--- src/rtl/defines.sv ---
// Project-wide defines shared by the core and its loader.
`ifndef IM_DATA_BYTES
`define IM_DATA_BYTES 4
`endif

--- src/rtl/imem_loader_pkg.sv ---
// Shared types and defaults for the instruction-memory loader.
// The CHECK state exists only when IMEM_LOADER_CHECKSUM_EN is defined.
package imem_loader_pkg;

  localparam int TIMEOUT_CYCLES_DEF = 1024;

  typedef enum logic [2:0] {
    ST_IDLE  = 3'd0,
    ST_RECV  = 3'd1,
    ST_WRITE = 3'd2,
`ifdef IMEM_LOADER_CHECKSUM_EN
    ST_CHECK = 3'd3,
`endif
    ST_DONE  = 3'd4,
    ST_ERROR = 3'd5
  } state_e;

  // A new load may begin only once the previous one has finished (or never started).
  function automatic logic accepts_start(state_e s);
    return (s == ST_IDLE) || (s == ST_DONE) || (s == ST_ERROR);
  endfunction

endpackage

--- src/rtl/imem_loader_if.sv ---
// Byte-stream valid/ready channel feeding the loader.
interface imem_loader_if;
  logic       i_byte_valid;
  logic [7:0] i_byte_data;
  logic       o_byte_ready;

  modport master (output i_byte_valid, output i_byte_data, input o_byte_ready);
  modport slave  (input i_byte_valid, input i_byte_data, output o_byte_ready);
endinterface

--- src/rtl/imem_loader_word_asm.sv ---
// Little-endian byte-to-word assembler: first byte lands in bits 7:0.
module imem_loader_word_asm (
  input  logic        clk,
  input  logic        rst_n,
  input  logic        clr_i,
  input  logic        acc_i,
  input  logic [7:0]  byte_i,
  output logic        last_o,
  output logic [31:0] word_o
);

  logic [31:0] shreg_q, shreg_d;
  logic [1:0]  cnt_q, cnt_d;

  // New bytes enter at the top, so after four shifts byte 0 sits at the bottom.
  assign shreg_d = {byte_i, shreg_q[31:8]};
  assign word_o  = shreg_d;
  assign last_o  = acc_i && (cnt_q == 2'd3);

  always_comb begin
    cnt_d = cnt_q;
    if (clr_i)      cnt_d = 2'd0;
    else if (acc_i) cnt_d = cnt_q + 2'd1;
  end

  always_ff @(posedge clk) begin
    if (!rst_n) cnt_q <= 2'd0;
    else        cnt_q <= cnt_d;
  end

  always_ff @(posedge clk) begin
    if (acc_i) shreg_q <= shreg_d;
  end

endmodule

--- src/rtl/imem_loader.sv ---
// Streams bytes into instruction memory and holds the core in reset until the image is loaded.
// Optional trailing XOR checksum byte: define IMEM_LOADER_CHECKSUM_EN.
`ifndef IM_DATA_BYTES
`include "defines.sv"
`endif
module imem_loader
  import imem_loader_pkg::*;
#(
  parameter int LEN_W          = 16,
  parameter int TIMEOUT_CYCLES = TIMEOUT_CYCLES_DEF
) (
  input  logic                      clk,
  input  logic                      rst_n,
  input  logic                      i_load_start,
  input  logic [LEN_W-1:0]          i_load_len,
  imem_loader_if.slave              byte_if,
  output logic [`IM_DATA_BYTES-1:0] o_wen,
  output logic [31:0]               o_wdata,
  output logic [LEN_W-1:0]          o_waddr,
  output logic                      o_core_rst_n,
  output logic                      o_busy,
  output logic                      o_done,
  output logic                      o_error
);

  localparam int TMO_W = $clog2(TIMEOUT_CYCLES + 1);
  localparam logic [TMO_W-1:0] TMO_LAST = TMO_W'(TIMEOUT_CYCLES - 1);
`ifdef IMEM_LOADER_CHECKSUM_EN
  localparam state_e ST_LAST = ST_CHECK;
`else
  localparam state_e ST_LAST = ST_DONE;
`endif

  state_e                    state_q, state_d;
  logic [LEN_W-1:0]          len_q, len_d, waddr_q, waddr_inc;
  logic [TMO_W-1:0]          tmo_q;
  logic                      ready_q, core_rst_n_q, busy_q, done_q, error_q;
  logic [`IM_DATA_BYTES-1:0] wen_q;
  logic [31:0]               wdata_q, asm_word;
  logic                      accept, asm_acc, asm_last, start_ok, in_wait, tmo_hit;

  assign accept    = byte_if.i_byte_valid && ready_q;
  assign start_ok  = i_load_start && accepts_start(state_q);
  assign asm_acc   = accept && (state_q == ST_RECV);
  assign waddr_inc = waddr_q + LEN_W'(1);
`ifdef IMEM_LOADER_CHECKSUM_EN
  assign in_wait   = (state_q == ST_RECV) || (state_q == ST_CHECK);
`else
  assign in_wait   = (state_q == ST_RECV);
`endif
  assign tmo_hit   = in_wait && !accept && (tmo_q == TMO_LAST);

  imem_loader_word_asm u_word_asm (
    .clk    (clk),
    .rst_n  (rst_n),
    .clr_i  (start_ok),
    .acc_i  (asm_acc),
    .byte_i (byte_if.i_byte_data),
    .last_o (asm_last),
    .word_o (asm_word)
  );

`ifdef IMEM_LOADER_CHECKSUM_EN
  logic [7:0] xor_q;

  always_ff @(posedge clk) begin
    if (start_ok)     xor_q <= 8'h00;
    else if (asm_acc) xor_q <= xor_q ^ byte_if.i_byte_data;
  end
`endif

  always_comb begin
    state_d = state_q;
    len_d   = len_q;
    case (state_q)
      ST_IDLE, ST_DONE, ST_ERROR: begin
        if (i_load_start) begin
          state_d = ST_RECV;
          len_d   = i_load_len;
        end
      end
      ST_RECV: begin
        if (len_q == '0)  state_d = ST_LAST;
        else if (asm_last) state_d = ST_WRITE;
        else if (tmo_hit)  state_d = ST_ERROR;
      end
      ST_WRITE: state_d = (waddr_inc == len_q) ? ST_LAST : ST_RECV;
`ifdef IMEM_LOADER_CHECKSUM_EN
      ST_CHECK: begin
        if (accept)       state_d = (byte_if.i_byte_data == xor_q) ? ST_DONE : ST_ERROR;
        else if (tmo_hit) state_d = ST_ERROR;
      end
`endif
      default: state_d = ST_IDLE;
    endcase
  end

  // Outputs are decoded from the next state so they line up with the state register.
  always_ff @(posedge clk) begin
    if (!rst_n) begin
      state_q      <= ST_IDLE;
      len_q        <= '0;
      waddr_q      <= '0;
      tmo_q        <= '0;
      ready_q      <= 1'b0;
      wen_q        <= '0;
      wdata_q      <= '0;
      core_rst_n_q <= 1'b0;
      busy_q       <= 1'b0;
      done_q       <= 1'b0;
      error_q      <= 1'b0;
    end else begin
      state_q <= state_d;
      len_q   <= len_d;
      if (start_ok)                 waddr_q <= '0;
      else if (state_q == ST_WRITE) waddr_q <= waddr_inc;
      tmo_q   <= (in_wait && !accept) ? tmo_q + TMO_W'(1) : '0;
`ifdef IMEM_LOADER_CHECKSUM_EN
      ready_q <= ((state_d == ST_RECV) && (len_d != '0)) || (state_d == ST_CHECK);
      busy_q  <= (state_d == ST_RECV) || (state_d == ST_WRITE) || (state_d == ST_CHECK);
`else
      ready_q <= (state_d == ST_RECV) && (len_d != '0);
      busy_q  <= (state_d == ST_RECV) || (state_d == ST_WRITE);
`endif
      wen_q   <= (state_d == ST_WRITE) ? '1 : '0;
      if (asm_last) wdata_q <= asm_word;
      core_rst_n_q <= (state_d == ST_DONE);
      done_q       <= (state_d == ST_DONE);
      error_q      <= (state_d == ST_ERROR);
    end
  end

  assign byte_if.o_byte_ready = ready_q;
  assign o_wen        = wen_q;
  assign o_wdata      = wdata_q;
  assign o_waddr      = waddr_q;
  assign o_core_rst_n = core_rst_n_q;
  assign o_busy       = busy_q;
  assign o_done       = done_q;
  assign o_error      = error_q;

endmodule
--- src/flat_wrapper.sv ---
// flat-port wrapper written by rule: the top's interface ports become plain ports
module imem_loader_flat import imem_loader_pkg::*;
#(
  parameter int LEN_W          = 16,
  parameter int TIMEOUT_CYCLES = TIMEOUT_CYCLES_DEF
)
  (clk, rst_n, i_load_start, i_load_len, o_wen, o_wdata, o_waddr, o_core_rst_n, o_busy, o_done, o_error, byte_if_i_byte_valid, byte_if_i_byte_data, byte_if_o_byte_ready);
  imem_loader_if byte_if_i ();
  input  logic clk;
  input  logic rst_n;
  input  logic i_load_start;
  input  logic [LEN_W-1:0] i_load_len;
  output logic [`IM_DATA_BYTES-1:0] o_wen;
  output logic [31:0] o_wdata;
  output logic [LEN_W-1:0] o_waddr;
  output logic o_core_rst_n;
  output logic o_busy;
  output logic o_done;
  output logic o_error;
  input wire logic [$bits(byte_if_i.i_byte_valid)-1:0] byte_if_i_byte_valid;
  input wire logic [$bits(byte_if_i.i_byte_data)-1:0] byte_if_i_byte_data;
  output wire logic [$bits(byte_if_i.o_byte_ready)-1:0] byte_if_o_byte_ready;
  assign byte_if_i.i_byte_valid = byte_if_i_byte_valid;
  assign byte_if_i.i_byte_data = byte_if_i_byte_data;
  assign byte_if_o_byte_ready = byte_if_i.o_byte_ready;
  imem_loader #(.LEN_W(LEN_W), .TIMEOUT_CYCLES(TIMEOUT_CYCLES)) u_core (.clk(clk), .rst_n(rst_n), .i_load_start(i_load_start), .i_load_len(i_load_len), .byte_if(byte_if_i), .o_wen(o_wen), .o_wdata(o_wdata), .o_waddr(o_waddr), .o_core_rst_n(o_core_rst_n), .o_busy(o_busy), .o_done(o_done), .o_error(o_error));
endmodule
--- config.mk ---
export PLATFORM = sky130hd
export DESIGN_NAME = imem_loader_flat
export DESIGN_NICKNAME = d
export VERILOG_FILES = /design/src/rtl/imem_loader_pkg.sv /design/src/rtl/imem_loader_if.sv /design/src/rtl/imem_loader_word_asm.sv /design/src/rtl/imem_loader.sv /design/src/flat_wrapper.sv
export VERILOG_INCLUDE_DIRS = /design/src /design/src/rtl
export SDC_FILE = /design/constraint.sdc
export NUM_CORES = 1
export LEC_CHECK = 0
export ABC_AREA = 1
export CORE_MARGIN = 3
export CORE_UTILIZATION = 51
export DETAILED_ROUTE_END_ITERATION = 16
export PLACE_DENSITY = 0.81
export SLEW_MARGIN = 20
export SYNTH_ARGS = -nofsm -noshare
export SYNTH_HDL_FRONTEND = slang
export SYNTH_SLANG_ARGS = --single-unit
--- constraint.sdc ---
create_clock -name clk -period 2.2 [get_ports clk]
set_input_delay 0.22 -clock clk [delete_from_list [all_inputs] [get_ports clk]]
set_output_delay 0.22 -clock clk [all_outputs]
set_load 0.05 [all_outputs]
==> flow_summary.json, run 1 <==
{
  "skew_ps": 11.6,
  "syn_avg_cell_area_um2": 7.70,
  "antenna_found_initial": 0,
  "critical_path.max_fanout": 33,
  "antenna_left": 0,
  "p_per_area_mw_per_mm2": 631,
  "crit_type": "reg -> reg",
  "yosysTopAreaCell": "dfxtp_1",
  "synthCells": 611,
  "cp-start-kind": "flip-flop",
  "slew_headroom_pct": 65.0,
  "start_util_pct": 53.2,
  "max_cap_viol_count": 0,
  "die_h_um": 102,
  "synthDistinctLibCells": 29,
  "synth-seq-area-share_pct": 51.5,
  "dp_slack_ps": 120,
  "fin_crit_ps": 2000,
  "rsz0062_at_grt": "yes",
  "clock.fmax_mhz": 500,
  "via_per_inst": 5.40,
  "ys.warnings.count": 0,
  "grt_pass1_wl_um": 18500,
  "boundaryPins": 85,
  "dieArea_mm2": 0.0104,
  "cpLargestDelayFamily": "simple AND/OR/NAND/NOR gates",
  "setup_viol": 0,
  "dp_hpwl_um": 8060,
  "irDropWorstVdd_mv": 0.375,
  "synth_fp_nets": 643,
  "synth_fa_ha_area_share_pct": 1.06,
  "netlist_top_cells_area": "dfxtp_1 (36%), edfxtp_1 (15%), nand2_1 (12%)",
  "area_growth_pct": 25.5,
  "cts_max_level": 3,
  "cts_sinks": 109,
  "antenna_cells": 0,
  "synth_top_family_by_area": "simple AND/OR/NAND/NOR gates",
  "drt_iter0_markers": 301,
  "via_count": 4323,
  "end_kind": "flip-flop",
  "crit_chain": "inv_1 -> a21oi_1 -> nand2_1 -> buf_12 -> o21ai_0 -> nand4_1 -> nor4_1 -> nor3_2",
  "insertion_delay_ps": 390,
  "fin_util_pct": 66.7,
  "cts_root_buffer": "clkbuf_8",
  "worstPathRequired_ps": 2470,
  "cts_buffers": 9,
  "synth_compound_area_share_pct": 9.65,
  "slowest_delay_ps": 370,
  "final-hold-violation-count": 0,
  "routedWlPerCell_um": 14.1,
  "setup_ws_ps": 200,
  "grt_max_degree": 59,
  "core-area_mm2": 0.00885,
  "first_global_vias": 3986,
  "grtUsageTotal_pct": 22.3,
  "p_leak_nw": 2.23,
  "synth-seq-cells": 109,
  "slew_violations": 0,
  "num_rows": 34,
  "min_path_type": "in -> reg",
  "path_clk_slew_ps": 120,
  "syn_area_mm2": 0.00470,
  "arrival_ps": 2270,
  "drive_above_1_share_pct": 6.79,
  "synth-simple-area-share_pct": 29.2,
  "crit_slowest_cell": "nor4_1",
  "port_buffers": 84,
  "die_w_um": 102,
  "finalCritPeriodShare_pct": 90.9,
  "cts_setup_buffers": 0,
  "n_fill_cell": 732,
  "status": "finished clean",
  "synth_xor_area_share_pct": 0.931,
  "synth_top_area_share_pct": 36.2,
  "cp_num_buf_inv": 2,
  "drcViolationCount": 0,
  "grt_overflow": 0,
  "cts_tree": "built",
  "worst_pin_slew_ps": 524,
  "wirelength_um": 11300,
  "finalNetCount": 719,
  "firstDrtPassIters": 5,
  "synthMuxAreaShare_pct": 0,
  "cts_buffer_depth": 2,
  "gp_congestion": 0.873
}
cells in the final DEF (no fill, tap or decap):
| master | Yosys | final |
|---|---|---|
| nand2_1 | 151 | 150 |
| clkdlybuf4s50_1 | 0 | 84 |
| dfxtp_1 | 85 | 79 |
| nand3_1 | 70 | 70 |
| inv_1 | 63 | 63 |
| a21oi_1 | 52 | 52 |
| nor2_1 | 52 | 50 |
| o21ai_0 | 32 | 30 |
| edfxtp_1 | 24 | 24 |
| nand4_1 | 14 | 14 |
| clkbuf_8 | 0 | 9 |
| nor2_4 | 2 | 6 |
| nor2_2 | 7 | 5 |
| nor4_1 | 5 | 5 |
| nand2_2 | 4 | 5 |
| buf_4 | 4 | 5 |
| xnor2_1 | 4 | 4 |
| ha_1 | 4 | 4 |
| clkinv_8 | 0 | 4 |
| dfxtp_2 | 0 | 4 |
| o21ai_1 | 1 | 3 |
| nor3_1 | 4 | 3 |
| o211ai_1 | 3 | 3 |
| clkinv_1 | 2 | 2 |
| nor3_2 | 1 | 2 |
| clkinv_4 | 0 | 2 |
| buf_12 | 0 | 2 |
| dfxtp_4 | 0 | 2 |
| xor2_1 | 1 | 1 |
| and2_1 | 1 | 1 |
| nand3b_1 | 1 | 1 |
| a31oi_1 | 1 | 1 |
| nor3b_1 | 1 | 1 |
| inv_8 | 0 | 1 |
final timing paths:
path	start	end	slack (ps)	cells after the start
worst max-delay path	u_core.state_q[2]$_SDFF_PN0_	u_core.byte_if.o_byte_ready$_SDFF_PN0_	200	8
worst min-delay path	byte_if_i_byte_data[0]	u_core.u_word_asm.shreg_q[24]$_DFFE_PP_	410	1
worst max register to register	u_core.state_q[2]$_SDFF_PN0_	u_core.byte_if.o_byte_ready$_SDFF_PN0_	200	8
worst min register to register	u_core.tmo_q[0]$_SDFF_PN0_	u_core.tmo_q[0]$_SDFF_PN0_	460	1
timing repair:
action	4_1_cts	5_1_grt
gates resized for setup	0	16
setup endpoints to repair	0	6
hold buffers	0	0
Yosys cell counts:
cell type	n
buf_1	2
dfxtp_1	85
a31oi_1	1
clkbuf_1	17
nor3_2	1
edfxtp_1	24
nand3_1	70
buf_2	3
o211ai_1	3
xor2_1	1
buf_4	4
xnor2_1	4
nor2_4	2
nand4_1	14
o21ai_1	1
nand2_2	4
nor3b_1	1
and2_1	1
a21oi_1	52
o21ai_0	32
nor4_1	5
nand2_1	151
nor2_2	7
nor3_1	4
nor2_1	52
clkinv_1	2
ha_1	4
nand3b_1	1
inv_1	63
flip-flops by register name, indices dropped and copies added (netlist names):
name	count
u_core.byte_if.o_byte_ready	1
u_core.o_core_rst_n	1
u_core.o_wdata	32
u_core.o_wen	1
u_core.o_busy	1
u_core.state_q	3
u_core.o_error	1
u_core.u_word_asm.cnt_q	2
u_core.len_q	16
u_core.o_waddr	16
u_core.u_word_asm.shreg_q	24
u_core.tmo_q	11
power by group:
group,total [mW],internal (mW),leakage (nW),switching [mW]
combinational,0.352,0.135,1.22,0.217
sequential,2.13,2.09,0.910,0.0400
clock,1.24,0.461,0.107,0.781
cells by family after synthesis:
family                     Yosys count
and+or+nand+nor                    313
DFF                                109
buffers and inverters               91
AOI/OAI and AO/OA                   89
xor gates and xnor gates             5
adders and majority gates            4
per-layer routing:
layer	GRT usage [%]	wire length [µm]	vias to the layer above
li1	-	-	2156
met1	29.9	4850	1997
met2	36.4	5490	154
met3	3.89	741	16
met4	8.07	185	0
met5	0	0	-
cell type report:
cell class | count | area, µm² | share of cell area [%]
Inverter | 65 | 244 | 4.13
Sequential cell | 109 | 2430 | 41.2
Tap cell | 108 | 135 | 2.29
Clock inverter | 7 | 93.8 | 1.59
Timing Repair Buffer | 91 | 918 | 15.6
Multi-Input combinational cell | 411 | 1950 | 33.1
Clock buffer | 9 | 124 | 2.10
stage by stage:
| step | std cells | TNS, ps | area [µm²] | hold slack (ps) | total power [mW] |
|---|---|---|---|---|---|
| 2_1_floorplan | 611 | 0 | 4710 | 319 | 2.38 |
| 3_3_place_gp | 784 | 0 | 5650 | 429 | 2.51 |
| 3_5_place_dp | 784 | 0 | 5650 | 436 | 2.52 |
| 4_1_cts | 800 | 0 | 5870 | 405 | 3.74 |
| 5_1_grt | 800 | -85.3 | 5900 | 411 | 3.87 |
| 6_report | 800 | 0 | 5900 | 412 | 3.72 |
Note: power is estimated with default switching activity, not from simulation.
==> run 2: changes to the inputs <==
==> constraint.sdc (replaced) <==
create_clock -name clk -period 2.4 [get_ports clk]
set_input_delay 0.24 -clock clk [delete_from_list [all_inputs] [get_ports clk]]
set_output_delay 0.24 -clock clk [all_outputs]
set_load 0.05 [all_outputs]
==> run 2 against run 1 <==
  * Die area is the same
  * Core utilization shrank 0.52 points
  * Clock power shrank 9.7%
  * Worst setup slack gained 50 ps
  * First-iteration DRC count shrank 37%
  * Critical endpoint is now u_core.o_busy$_SDFF_PN0_
  * Flip-flop and latch count is the same
  * Hold slack gained 30 ps
  * Non-clock buffer count is the same
  * Register-to-register slack gained 50 ps
  * Via count is essentially flat
  * Global-route usage grew 0.11 points
==> flow_summary.json, run 2 (same netlist as run 1, synthesis figures left out) <==
{
  "irDropWorstVdd_mv": 0.288,
  "fin_crit_ps": 2150,
  "cts_max_level": 3,
  "grt_pass1_wl_um": 18700,
  "via_count": 4320,
  "grt_max_degree": 59,
  "mostFrequentLayoutCells": "nand2_1 (151), clkdlybuf4s50_1 (84), dfxtp_1 (84), nand3_1 (70), inv_1 (63)",
  "area_growth_pct": 24.5,
  "die_h_um": 102,
  "antenna_cells": 0,
  "hold_buffers": 0,
  "clkPwrFrac_pct": 33.1,
  "clock.fmax_mhz": 465,
  "swShare_pct": 27.5,
  "firstDrtPassIters": 5,
  "insertion_delay_ps": 380,
  "final-hold-violation-count": 0,
  "min_from": "byte_if_i_byte_data[0]",
  "layout.cells.non_filler": 800,
  "antenna_left": 0,
  "core-area_mm2": 0.00885,
  "finalCritPeriodShare_pct": 89.6,
  "p_int_mw": 2.46,
  "end_kind": "flip-flop",
  "combPwrFrac_pct": 9.3,
  "cp-startpoint": "u_core.o_waddr[1]$_SDFFE_PP0N_",
  "fin_util_pct": 66.2,
  "drive_above_1_share_pct": 5.49,
  "seqPwrFrac_pct": 57.6,
  "p_sw_mw": 0.932,
  "slew_violations": 0,
  "largest_register_ffs": 32,
  "drcViolationCount": 0,
  "first_global_vias": 4063,
  "cts_buffer_depth": 2,
  "dieArea_mm2": 0.0104,
  "via_per_inst": 5.40,
  "worstPathRequired_ps": 2670,
  "start_util_pct": 53.2,
  "port_buffers": 84,
  "finalNetCount": 719,
  "antenna_found_initial": 0,
  "grt_overflow": 0,
  "die_w_um": 102,
  "finalSetupTns_ps": 0,
  "num_rows": 34,
  "max_cap_viol_count": 0,
  "crit_type": "reg -> reg",
  "n_fill_cell": 740,
  "boundaryPins": 85,
  "wirelength_um": 11300,
  "rsz0062_at_grt": "no",
  "r2r-start": "u_core.o_waddr[1]$_SDFFE_PP0N_",
  "routedWlPerCell_um": 14.1,
  "cp-start-kind": "flip-flop",
  "dp_hpwl_um": 8090,
  "drt_iter0_markers": 191,
  "worst_pin_slew_ps": 511,
  "min_path_type": "in -> reg",
  "grtUsageTotal_pct": 22.4,
  "cts_setup_buffers": 0,
  "layout_commonest_cell": "nand2_1",
  "dpl.cell_count": 784,
  "setup_viol": 0,
  "arrival_ps": 2420,
  "slew_headroom_pct": 65.8,
  "cts_buffers": 9,
  "gp_congestion": 0.817,
  "skew_ps": 16.3,
  "cts_root_buffer": "clkbuf_8",
  "cts_sinks": 109,
  "p_per_area_mw_per_mm2": 579,
  "path_clk_slew_ps": 120,
  "cts_tree": "built",
  "p_leak_nw": 2.23,
  "status": "finished clean",
  "critical_path.max_fanout": 6
}
==> run 2: cell counts in the layout (fill, tap and decap cells not counted) <==
No cell type changed its count.
==> run 2: power groups by stage <==
stage,clock [mW],sequential [mW],combinational (mW)
final,1.12,1.95,0.315
after global routing,1.22,1.96,0.351
after floorplan,0,2.00,0.177
after detailed placement,0,1.99,0.308
after CTS,1.14,1.95,0.311
after global placement,0,1.99,0.302
==> run 2: timing repair <==
| item | CTS | global route |
|---|---|---|
| gates resized for setup | 0 | 2 |
| endpoints found under the setup margin | 0 | 5 |
| hold endpoints to repair | 0 | 0 |
==> run 2: through the flow <==
stage                     setup slack, ps  hold slack [ps]  power (mW)  area (µm²)
final                                 250              442        3.39        5860
after global routing                 34.0              429        3.53        5860
after CTS                             218              434        3.41        5850
after detailed placement              200              434        2.30        5630
after global placement                286              429        2.30        5630
after floorplan                       193              339        2.18        4700
==> run 2: final cells by class <==
| class | count | area, µm² | area share [%] |
|---|---|---|---|
| clock buffers | 9 | 124 | 2.11 |
| repair buffers | 91 | 906 | 15.5 |
| multi-input cells | 411 | 1930 | 33.0 |
| clock inverters | 7 | 93.8 | 1.60 |
| well taps | 108 | 135 | 2.31 |
| flip-flops and latches | 109 | 2420 | 41.4 |
| inverters | 65 | 244 | 4.16 |
==> run 2: critical path, stage by stage, from the launching register on <==
cell,delay [ps]
dfxtp_1,440
ha_1,230
nand2_1,110
o21ai_0,240
nand2_1,100
nand2_1,70
nand3_1,70
nor2_1,110
nand2_1,70
nor2_1,160
nand3_1,100
nand2_1,90
nand2_1,70
nand2_1,110
o21ai_1,70
==> run 2: path summary, 6_finish.rpt <==
kind	endpoint	slack, ps	cells after the start
worst max-delay path	u_core.o_busy$_SDFF_PN0_	250	14
worst min-delay path	u_core.u_word_asm.shreg_q[24]$_DFFE_PP_	440	1
worst max register to register	u_core.o_busy$_SDFF_PN0_	250	14
worst min register to register	u_core.u_word_asm.shreg_q[23]$_DFFE_PP_	460	0
==> run 2: routing by layer <==
layer  track usage (%)  wire length, µm  vias to the layer above
met3              5.67              714                       23
met5                 0                0                        -
li1                  -                -                     2163
met4              7.27              231                        0
met1              29.0             4880                     1987
met2              36.9             5430                      147
